### config.mk
export PLATFORM = sky130hd
export DESIGN_NAME = alarm_siren_ctrl
export DESIGN_NICKNAME = d
export VERILOG_FILES = /design/src/rtl/alarm_pkg.sv /design/src/rtl/tone_gen.sv /design/src/rtl/alarm_siren_ctrl.sv
export SDC_FILE = /design/constraint.sdc
export NUM_CORES = 1
export LEC_CHECK = 0
export BUFFER_PORTS_ARGS = -buffer_cell sky130_fd_sc_hd__buf_2
export CAP_MARGIN = 20
export CELL_PAD_IN_SITES_DETAIL_PLACEMENT = 1
export CELL_PAD_IN_SITES_GLOBAL_PLACEMENT = 1
export CORE_MARGIN = 1
export CORE_UTILIZATION = 45
export CTS_CLUSTER_DIAMETER = 100
export DETAILED_ROUTE_END_ITERATION = 10
export PLACE_DENSITY_LB_ADDON = 0.1
export SETUP_SLACK_MARGIN = 0.15
export SLEW_MARGIN = 10
export SYNTH_ARGS = -nofsm -noshare
export SYNTH_HDL_FRONTEND = slang
export SYNTH_SLANG_ARGS = --single-unit
### constraint.sdc
create_clock -name clk -period 2.6 [get_ports clk]
set_clock_uncertainty 0.2 [all_clocks]
set_input_delay 0.26 -clock clk [delete_from_list [all_inputs] [get_ports clk]]
set_output_delay 0.26 -clock clk [all_outputs]
set_load 0.02 [all_outputs]
### src/rtl/alarm_pkg.sv
// Shared types and constants for the alarm siren controller.
package alarm_pkg;

    // Controller states.
    typedef enum logic [2:0] {
        StIdle    = 3'd0,
        StArmed   = 3'd1,
        StGrace   = 3'd2,
        StSound   = 3'd3,
        StLockout = 3'd4
    } siren_state_t;

    localparam int unsigned DefGraceCycles = 10;
    localparam int unsigned DefSoundCycles = 100;
    localparam int unsigned DefToneHalf    = 4;

    // Width of a down-counter able to hold the value n (never below 1 bit).
    function automatic int unsigned cnt_width(input int unsigned n);
        return (n < 1) ? 1 : $clog2(n + 1);
    endfunction

endpackage

### src/rtl/tone_gen.sv
// Square-wave siren divider. Clears while disabled so the tone is 1 on the
// first enabled cycle, then toggles every TONE_HALF cycles.
module tone_gen
    import alarm_pkg::*;
#(
    parameter int unsigned TONE_HALF = DefToneHalf
) (
    input  logic clk,
    input  logic rst_n,
    input  logic en,
    output logic tone
);

    localparam int unsigned HW = cnt_width(TONE_HALF);

    logic [HW-1:0] cnt_q, cnt_d;
    logic          tone_q, tone_d;

    // Divider next-state: a zero count means "toggle now and reload".
    always_comb begin
        cnt_d  = '0;
        tone_d = 1'b0;
        if (en) begin
            if (cnt_q == '0) begin
                tone_d = ~tone_q;
                cnt_d  = HW'(TONE_HALF - 1);
            end else begin
                tone_d = tone_q;
                cnt_d  = cnt_q - HW'(1);
            end
        end
    end

    // Divider state registers.
    always_ff @(posedge clk or negedge rst_n) begin
        if (!rst_n) begin
            cnt_q  <= '0;
            tone_q <= 1'b0;
        end else begin
            cnt_q  <= cnt_d;
            tone_q <= tone_d;
        end
    end

    assign tone = tone_q;

endmodule

### src/rtl/alarm_siren_ctrl.sv
// Siren controller: entry grace period, timed siren, post-timeout lockout
// with strobe, and a saturating trip counter. Disarm always wins.
module alarm_siren_ctrl
    import alarm_pkg::*;
#(
    parameter int unsigned GRACE_CYCLES = DefGraceCycles,
    parameter int unsigned SOUND_CYCLES = DefSoundCycles,
    parameter int unsigned TONE_HALF    = DefToneHalf,
    parameter int unsigned CNT_W        = 8
) (
    input  logic             clk,
    input  logic             rst_n,
    input  logic             alarm_in,
    input  logic             secure_in,
    input  logic             disarm,
    output logic             siren,
    output logic             strobe,
    output logic             sounding,
    output logic [CNT_W-1:0] trip_count
);

    localparam int unsigned GW = cnt_width(GRACE_CYCLES);
    localparam int unsigned SW = cnt_width(SOUND_CYCLES);

    siren_state_t     state_q, state_d;
    logic [GW-1:0]    grace_q, grace_d;
    logic [SW-1:0]    sound_q, sound_d;
    logic [CNT_W-1:0] trip_q, trip_d;
    logic             strobe_q, strobe_d;
    logic             sounding_q, sounding_d;

    // Next-state and counter logic.
    always_comb begin
        state_d = state_q;
        grace_d = grace_q;
        sound_d = sound_q;
        trip_d  = trip_q;
        if (disarm) begin
            state_d = StIdle;
            grace_d = '0;
            sound_d = '0;
        end else begin
            unique case (state_q)
                StIdle: begin
                    if (secure_in) state_d = StArmed;
                end
                StArmed: begin
                    // Upstream drops secure when it raises alarm, so alarm wins.
                    if (alarm_in) begin
                        state_d = StGrace;
                        grace_d = GW'(GRACE_CYCLES - 1);
                    end else if (!secure_in) begin
                        state_d = StIdle;
                    end
                end
                StGrace: begin
                    if (grace_q == '0) begin
                        state_d = StSound;
                        sound_d = SW'(SOUND_CYCLES - 1);
                        if (trip_q != '1) trip_d = trip_q + CNT_W'(1);
                    end else begin
                        grace_d = grace_q - GW'(1);
                    end
                end
                StSound: begin
                    if (sound_q == '0) state_d = StLockout;
                    else               sound_d = sound_q - SW'(1);
                end
                StLockout: begin
                    state_d = StLockout;
                end
                default: begin
                    state_d = StIdle;
                end
            endcase
        end
    end

    // Moore outputs decoded from the next state so they register with it.
    always_comb begin
        strobe_d   = (state_d == StSound) || (state_d == StLockout);
        sounding_d = (state_d == StSound);
    end

    // State, counter and output registers.
    always_ff @(posedge clk or negedge rst_n) begin
        if (!rst_n) begin
            state_q    <= StIdle;
            grace_q    <= '0;
            sound_q    <= '0;
            trip_q     <= '0;
            strobe_q   <= 1'b0;
            sounding_q <= 1'b0;
        end else begin
            state_q    <= state_d;
            grace_q    <= grace_d;
            sound_q    <= sound_d;
            trip_q     <= trip_d;
            strobe_q   <= strobe_d;
            sounding_q <= sounding_d;
        end
    end

    // Enabled from the next state so the tone phase lines up with SOUND entry.
    tone_gen #(
        .TONE_HALF (TONE_HALF)
    ) u_tone_gen (
        .clk   (clk),
        .rst_n (rst_n),
        .en    (sounding_d),
        .tone  (siren)
    );

    assign strobe     = strobe_q;
    assign sounding   = sounding_q;
    assign trip_count = trip_q;

endmodule

==> impl_metrics.yaml, run 1 <==
outcome:
  status: "complete, no violations"
synthesis:
  syn_area_per_cell_um2: 10.3
  synth_area_um2: 1490
  synth_area_leader_cell: "dfrtp_1"
  synth-edff-count: 0
  ys.flop_type: "dfrtp_1"
  netlist.area_leader.share_pct: 47.1
  yosysUniqueCellTypes: 42
  synthesis.nets: 156
  synthTopCellsByArea: "dfrtp_1, ha_1, xor2_1"
  yosysWarnings: 0
  synth-seq-area-share_pct: 47.1
  synth_seq_cells: 28
  yosys.cell_count.top_type: "dfrtp_1"
  netlist_top_cells_count: "dfrtp_1, nor2_1, inv_1"
  async_flop_share_pct: 100
  synth_cells: 145
timing:
  max_freq_ghz: 0.456
  drv_slew: 0
  setup_ws_ns: 0.408
  setup_violations: 0
  finalCritPeriodShare_pct: 84.3
  tightestPinTransition_ns: 0.637
  final-hold-violation-count: 0
  min_period_ns: 2.19
  max-slew-margin-rel_pct: 57.5
  grt_setup_unrepaired: "false"
  setup_tns_ns: 0
clock_tree:
  clk_path_buf_depth: 2
  cts_sinks: 28
  numCtsBuffers: 3
  cts-root-buf: "clkbuf_4"
  cts_tree: "done"
  clk_latency_ns: 0.32
  clkSlewWorstSetupHoldPaths_ns: 0.15
  postCtsSetupBuffers: 0
  htree_levels: 1
route:
  antenna_left: 0
  drtIter0Drc: 31
  drc: 0
  totalWireLength_mm: 3.33
  num_vias: 1157
  via_per_inst: 5.59
  wire_per_inst_um: 16.1
  dr.pass1.iters: 4
setup_path:
  cp.depth: 6
  regToRegSetupSlack_ns: 0.41
  worstPathMaxFanout: 8
  criticalPathCategory: "reg -> reg"
  crit_family: "simple AND/OR/NAND/NOR gates"
  crit_chain: "inv_1 > ha_1 > nor3b_4 > nand3_4 > nor2_1 > mux2_2"
  endpoint_kind: "register"
  critPathArrivalTime_ns: 2.22
  worst-path-buf-inv: 1
  slowest_delay_ns: 0.44
  critPathSlowestCell: "dfrtp_1"
  rr_worst_depth: 6
  start_kind: "register"
  crit_required_ns: 2.63
final_layout:
  nets: 175
  area_growth_pct: 12.6
  fillCellCount: 381
  final_core_util_pct: 54.0
  drive_above_1_share_pct: 16.0
  multi_input_area_um2: 738
  diodes: 0
  ff_latch_area_um2: 701
min_path:
  worstHoldPathCells: 2
  hold_class: "in -> reg"
grt:
  grt_pass1_vias: 1205
  grt_pass1_wl_mm: 5.68
  grt.total_usage_pct: 21.1
  grt_max_degree: 29
  grt_antenna_before_repair: 0
  overflow: 0
floorplanning:
  die_h_um: 59.5
  io-pin-count: 16
  die_x_um: 59.5
  design.die.area_um2: 3540
  start_util_pct: 48.0
  rows: 20
  core-area_um2: 3100
power_and_ir_drop:
  ir_worst_vdd_mv: 0.281
  p_leak_nw: 0.817
  power.density_nw_per_um2: 594
flow_run:
  maxCapViolations: 0
place:
  gp_congestion: 0.788
  place_ws_ns: 0.418
  dp_hpwl_mm: 2.47
  io_buffer_count: 15
## per-stage QoR
step	area, um^2	hold WS [ns]	instances	power (W)
2_1_floorplan	1490	-0.236	145	0.000644
3_3_place_gp	1610	0.117	202	0.000704
3_5_place_dp	1610	0.123	202	0.000719
4_1_cts	1680	0.0326	207	0.00101
5_1_grt	1680	0.0655	207	0.00105
6_report	1680	0.0525	207	0.000996
## state kept, by name (all words and copies together), names as in the netlist
name and count:
state_q 3, sound_q 7, u_tone_gen.cnt_q 3, sounding 1, u_tone_gen.tone 1, trip_count 8
grace_q 4, strobe 1
## routing by layer
metal,vias to the layer above,global-route usage (%),wire length (um),share of wire [%]
met5,-,0,0,0
met4,0,3.99,20,0.60
met3,2,2.62,47,1.4
met2,9,37.2,1690,51
met1,591,27.9,1570,47
li1,555,-,-,-
## cell type report
type                            instances  area share [%]
Tap cell                               44            3.28
Clock inverter                          1            1.79
Timing Repair Buffer                   17            5.52
Sequential cell                        28            41.8
Multi-Input combinational cell        104            44.0
Inverter                               10            2.24
Clock buffer                            3            1.34
## cell families (layout without fill, tap and decap cells)
| group | Yosys count | in the layout | synth area share, % |
|---|---|---|---|
| AOI/OAI and AO/OA | 26 | 26 | 12.9 |
| xor gates and xnor gates | 10 | 10 | 5.88 |
| adders and majority gates | 6 | 6 | 5.04 |
| buffers and inverters | 13 | 31 | 3.36 |
| DFF | 28 | 28 | 47.1 |
| muxes | 3 | 3 | 2.10 |
| and+or+nand+nor | 59 | 59 | 23.7 |
## worst register-to-register path, delay by kind of cell, from the launching register on
kind | cells | cell delay, ns
buffers and inverters | 1 | 0.11
adder cells (fa/ha/maj) | 1 | 0.17
flip-flops | 1 | 0.44
AND/OR/NAND/NOR | 3 | 0.83
multiplexers | 1 | 0.35
## worst paths after layout
check,from,end
min in group asynchronous,rst_n,sound_q[3]$_DFFE_PN0P_
hold / removal,disarm,sound_q[5]$_DFFE_PN0P_
max in group asynchronous,rst_n,trip_count[7]$_DFFE_PN0P_
hold reg to reg,u_tone_gen.cnt_q[0]$_DFF_PN0_,u_tone_gen.cnt_q[0]$_DFF_PN0_
setup / recovery,grace_q[0]$_DFFE_PN0P_,trip_count[1]$_DFFE_PN0P_
setup reg to reg,grace_q[0]$_DFFE_PN0P_,trip_count[1]$_DFFE_PN0P_
## cells in the final DEF, fill, tap and decap left out, types with 2 or more instances in the layout
master / count
nor2_1: 16
nand2_1: 6
mux2i_1: 2
and3b_1: 2
a211oi_1: 2
nand3_1: 6
o2bb2ai_1: 2
nor4_1: 3
xor2_1: 7
o311a_1: 2
ha_1: 6
nor3b_1: 6
nand2b_1: 2
xnor2_1: 3
buf_2: 15
dfrtp_1: 28
clkbuf_4: 3
or3_1: 3
a21oi_1: 9
o21ai_0: 2
nor3_1: 5
inv_1: 10
## power breakdown
| group | switching, W | internal [W] | total (W) |
|---|---|---|---|
| clock | 0.000130 | 0.000156 | 0.000285 |
| sequential | 0.0000431 | 0.000467 | 0.000511 |
| combinational | 0.000119 | 0.0000808 | 0.000200 |
| total | 0.000292 | 0.000704 | 0.000996 |
## repair_timing
item	CTS	global route
resized for setup	0	0
setup endpoints to repair	0	0
hold buffers	1	0
endpoints found under the hold margin	28	0
(Power assumes the default switching activity.)
==> run 2, diff against run 1 <==
==> constraint.sdc (replaced) <==
create_clock -name clk -period 2.1 [get_ports clk]
set_clock_uncertainty 0.2 [all_clocks]
set_input_delay 0.21 -clock clk [delete_from_list [all_inputs] [get_ports clk]]
set_output_delay 0.21 -clock clk [all_outputs]
set_load 0.02 [all_outputs]
==> run 2 against run 1 <==
Compared with the run above: routed wire length is 11% higher; flip-flop and latch count unchanged; clock power grew 26%; first-iteration DRC count unchanged; sequential share of layout area shrank 4.9 points; clock-buffer cell count stayed put; core utilization increased by 7.2 points; design area rose by 13%; power is 30% higher; sequential power up 22%; global-route usage grew 1.6 points; via count up 6.7%.
==> impl_metrics.yaml, run 2 (synthesized netlist as in run 1, its figures left out) <==
outcome:
  status: "complete, no violations"
floorplanning:
  rows: 20
  start_util_pct: 48.0
  die_x_um: 59.5
  io-pin-count: 16
  die_h_um: 59.5
  design.die.area_um2: 3540
  core-area_um2: 3100
setup_path:
  critPathArrivalTime_ns: 1.99
  criticalPathCategory: "reg -> reg"
  start_kind: "register"
  endpoint_kind: "register"
  crit_required_ns: 2.14
  worstPathMaxFanout: 8
final_layout:
  final_common_cell: "dfrtp_1"
  final_cell_mix: "dfrtp_1, buf_4, nor2_1, buf_2, a21oi_1"
  final_core_util_pct: 61.2
  fillCellCount: 351
  area_growth_pct: 27.6
  drive_above_1_share_pct: 27.9
  diodes: 0
  nets: 191
  largest_reg_flops: 8
clock_tree:
  clk_path_buf_depth: 2
  htree_levels: 1
  clkSlewWorstSetupHoldPaths_ns: 0.15
  cts_sinks: 28
  numCtsBuffers: 3
  cts-root-buf: "clkbuf_4"
  cts_tree: "done"
  clk_latency_ns: 0.33
power_and_ir_drop:
  ir_worst_vdd_mv: 0.425
  p_int_w: 0.000909
  swShare_pct: 29.8
  clockPowerShare_pct: 27.6
  power_frac_comb_pct: 24.1
  pwr-share-seq_pct: 48.2
  p_leak_nw: 0.907
  switchingPower_w: 0.000385
  power.density_nw_per_um2: 681
route:
  antenna_left: 0
  dr.pass1.iters: 4
  drc: 0
  top_layer: "met4"
  totalWireLength_mm: 3.71
  wl_met2_mm: 2.03
  met1_length_mm: 1.60
  wire_per_inst_um: 16.7
  drtIter0Drc: 31
  num_vias: 1234
  wl_met3_um: 65
  via_per_inst: 5.53
min_path:
  hold_class: "in -> reg"
grt:
  grt.total_usage_pct: 22.7
  grt_pass1_wl_mm: 5.95
  grt_pass1_vias: 1240
  grt_antenna_before_repair: 0
  overflow: 0
  grt_max_degree: 29
place:
  gp_congestion: 0.777
  dp_hpwl_mm: 2.44
  io_buffer_count: 15
timing:
  setup_tns_ns: 0
  grt_setup_unrepaired: "true"
  max_freq_ghz: 0.512
  final-hold-violation-count: 0
  finalCritPeriodShare_pct: 92.9
  drv_slew: 0
  max-slew-margin-rel_pct: 57.4
  tightestPinTransition_ns: 0.639
  min_period_ns: 1.95
  setup_violations: 0
flow_run:
  maxCapViolations: 0
[run 2: changes by cell type in the layout (fill, tap and decap cells not counted), sizes merged]
cell | previous run | this run
dlygate4sd3 | 1 | 2
buf | 16 | 31
[run 2: worst paths after layout]
check                                               from                             to  slack, ns  cells past startpoint
min in group asynchronous                          rst_n         sound_q[2]$_DFFE_PN0P_       0.21                      2
max in group asynchronous                          rst_n      trip_count[0]$_DFFE_PN0P_       1.08                      2
max reg2reg                       grace_q[1]$_DFFE_PN0P_      trip_count[1]$_DFFE_PN0P_       0.15                      6
min                                            secure_in           state_q[0]$_DFF_PN0_       0.10                      4
min reg2reg                u_tone_gen.cnt_q[0]$_DFF_PN0_  u_tone_gen.cnt_q[0]$_DFF_PN0_       0.29                      1
max                               grace_q[1]$_DFFE_PN0P_      trip_count[1]$_DFFE_PN0P_       0.15                      6
[run 2: final cells by class]
class / count / area [um^2] / area share [%]
Sequential cell: 28 / 701 / 36.9
Timing Repair Buffer: 33 / 215 / 11.3
Clock inverter: 1 / 30.0 / 1.58
Tap cell: 44 / 55.1 / 2.90
Inverter: 10 / 37.5 / 1.98
Multi-Input combinational cell: 104 / 838 / 44.1
Clock buffer: 3 / 22.5 / 1.19
[run 2: power groups by stage]
stage          clock (W)  sequential [W]  combinational (W)
3_3_place_gp           0        0.000631           0.000255
3_5_place_dp           0        0.000636           0.000270
2_1_floorplan          0        0.000655           0.000142
6_report        0.000358        0.000624           0.000312
5_1_grt         0.000388        0.000631           0.000346
4_1_cts         0.000371        0.000624           0.000284
[run 2: timing repair]
action                                  CTS  global route
pin swaps                                 2             7
hold endpoints to repair                 35             0
buffers inserted                          2             7
gates resized for setup                   7            10
endpoints found under the setup margin   10            17
hold buffers                              2             0
[run 2: worst max-delay path: stages (launching register included)]
cell and delay (ns):
dfrtp_1 0.43, inv_2 0.09, ha_4 0.13, nor3b_4 0.29, nand3_4 0.24, nor2_4 0.18
mux2_4 0.30
[run 2: metal layers]
layer  vias to the layer above  global-route usage, %
li1                        591                      -
met1                       624                   29.4
met2                        17                   39.5
met3                         2                   2.62
met4                         0                   6.98
met5                         -                      0
[run 2: stage by stage]
step	instances	power [W]	hold slack [ns]	setup slack [ns]	cell area (um^2)
4_1_cts	216	0.00128	0.103	0.151	1790
2_1_floorplan	145	0.000798	-0.286	0.165	1490
3_5_place_dp	208	0.000906	0.0694	0.0853	1660
5_1_grt	223	0.00137	0.0994	0.0687	1900
6_report	223	0.00129	0.101	0.149	1900
3_3_place_gp	208	0.000886	0.0619	0.198	1660
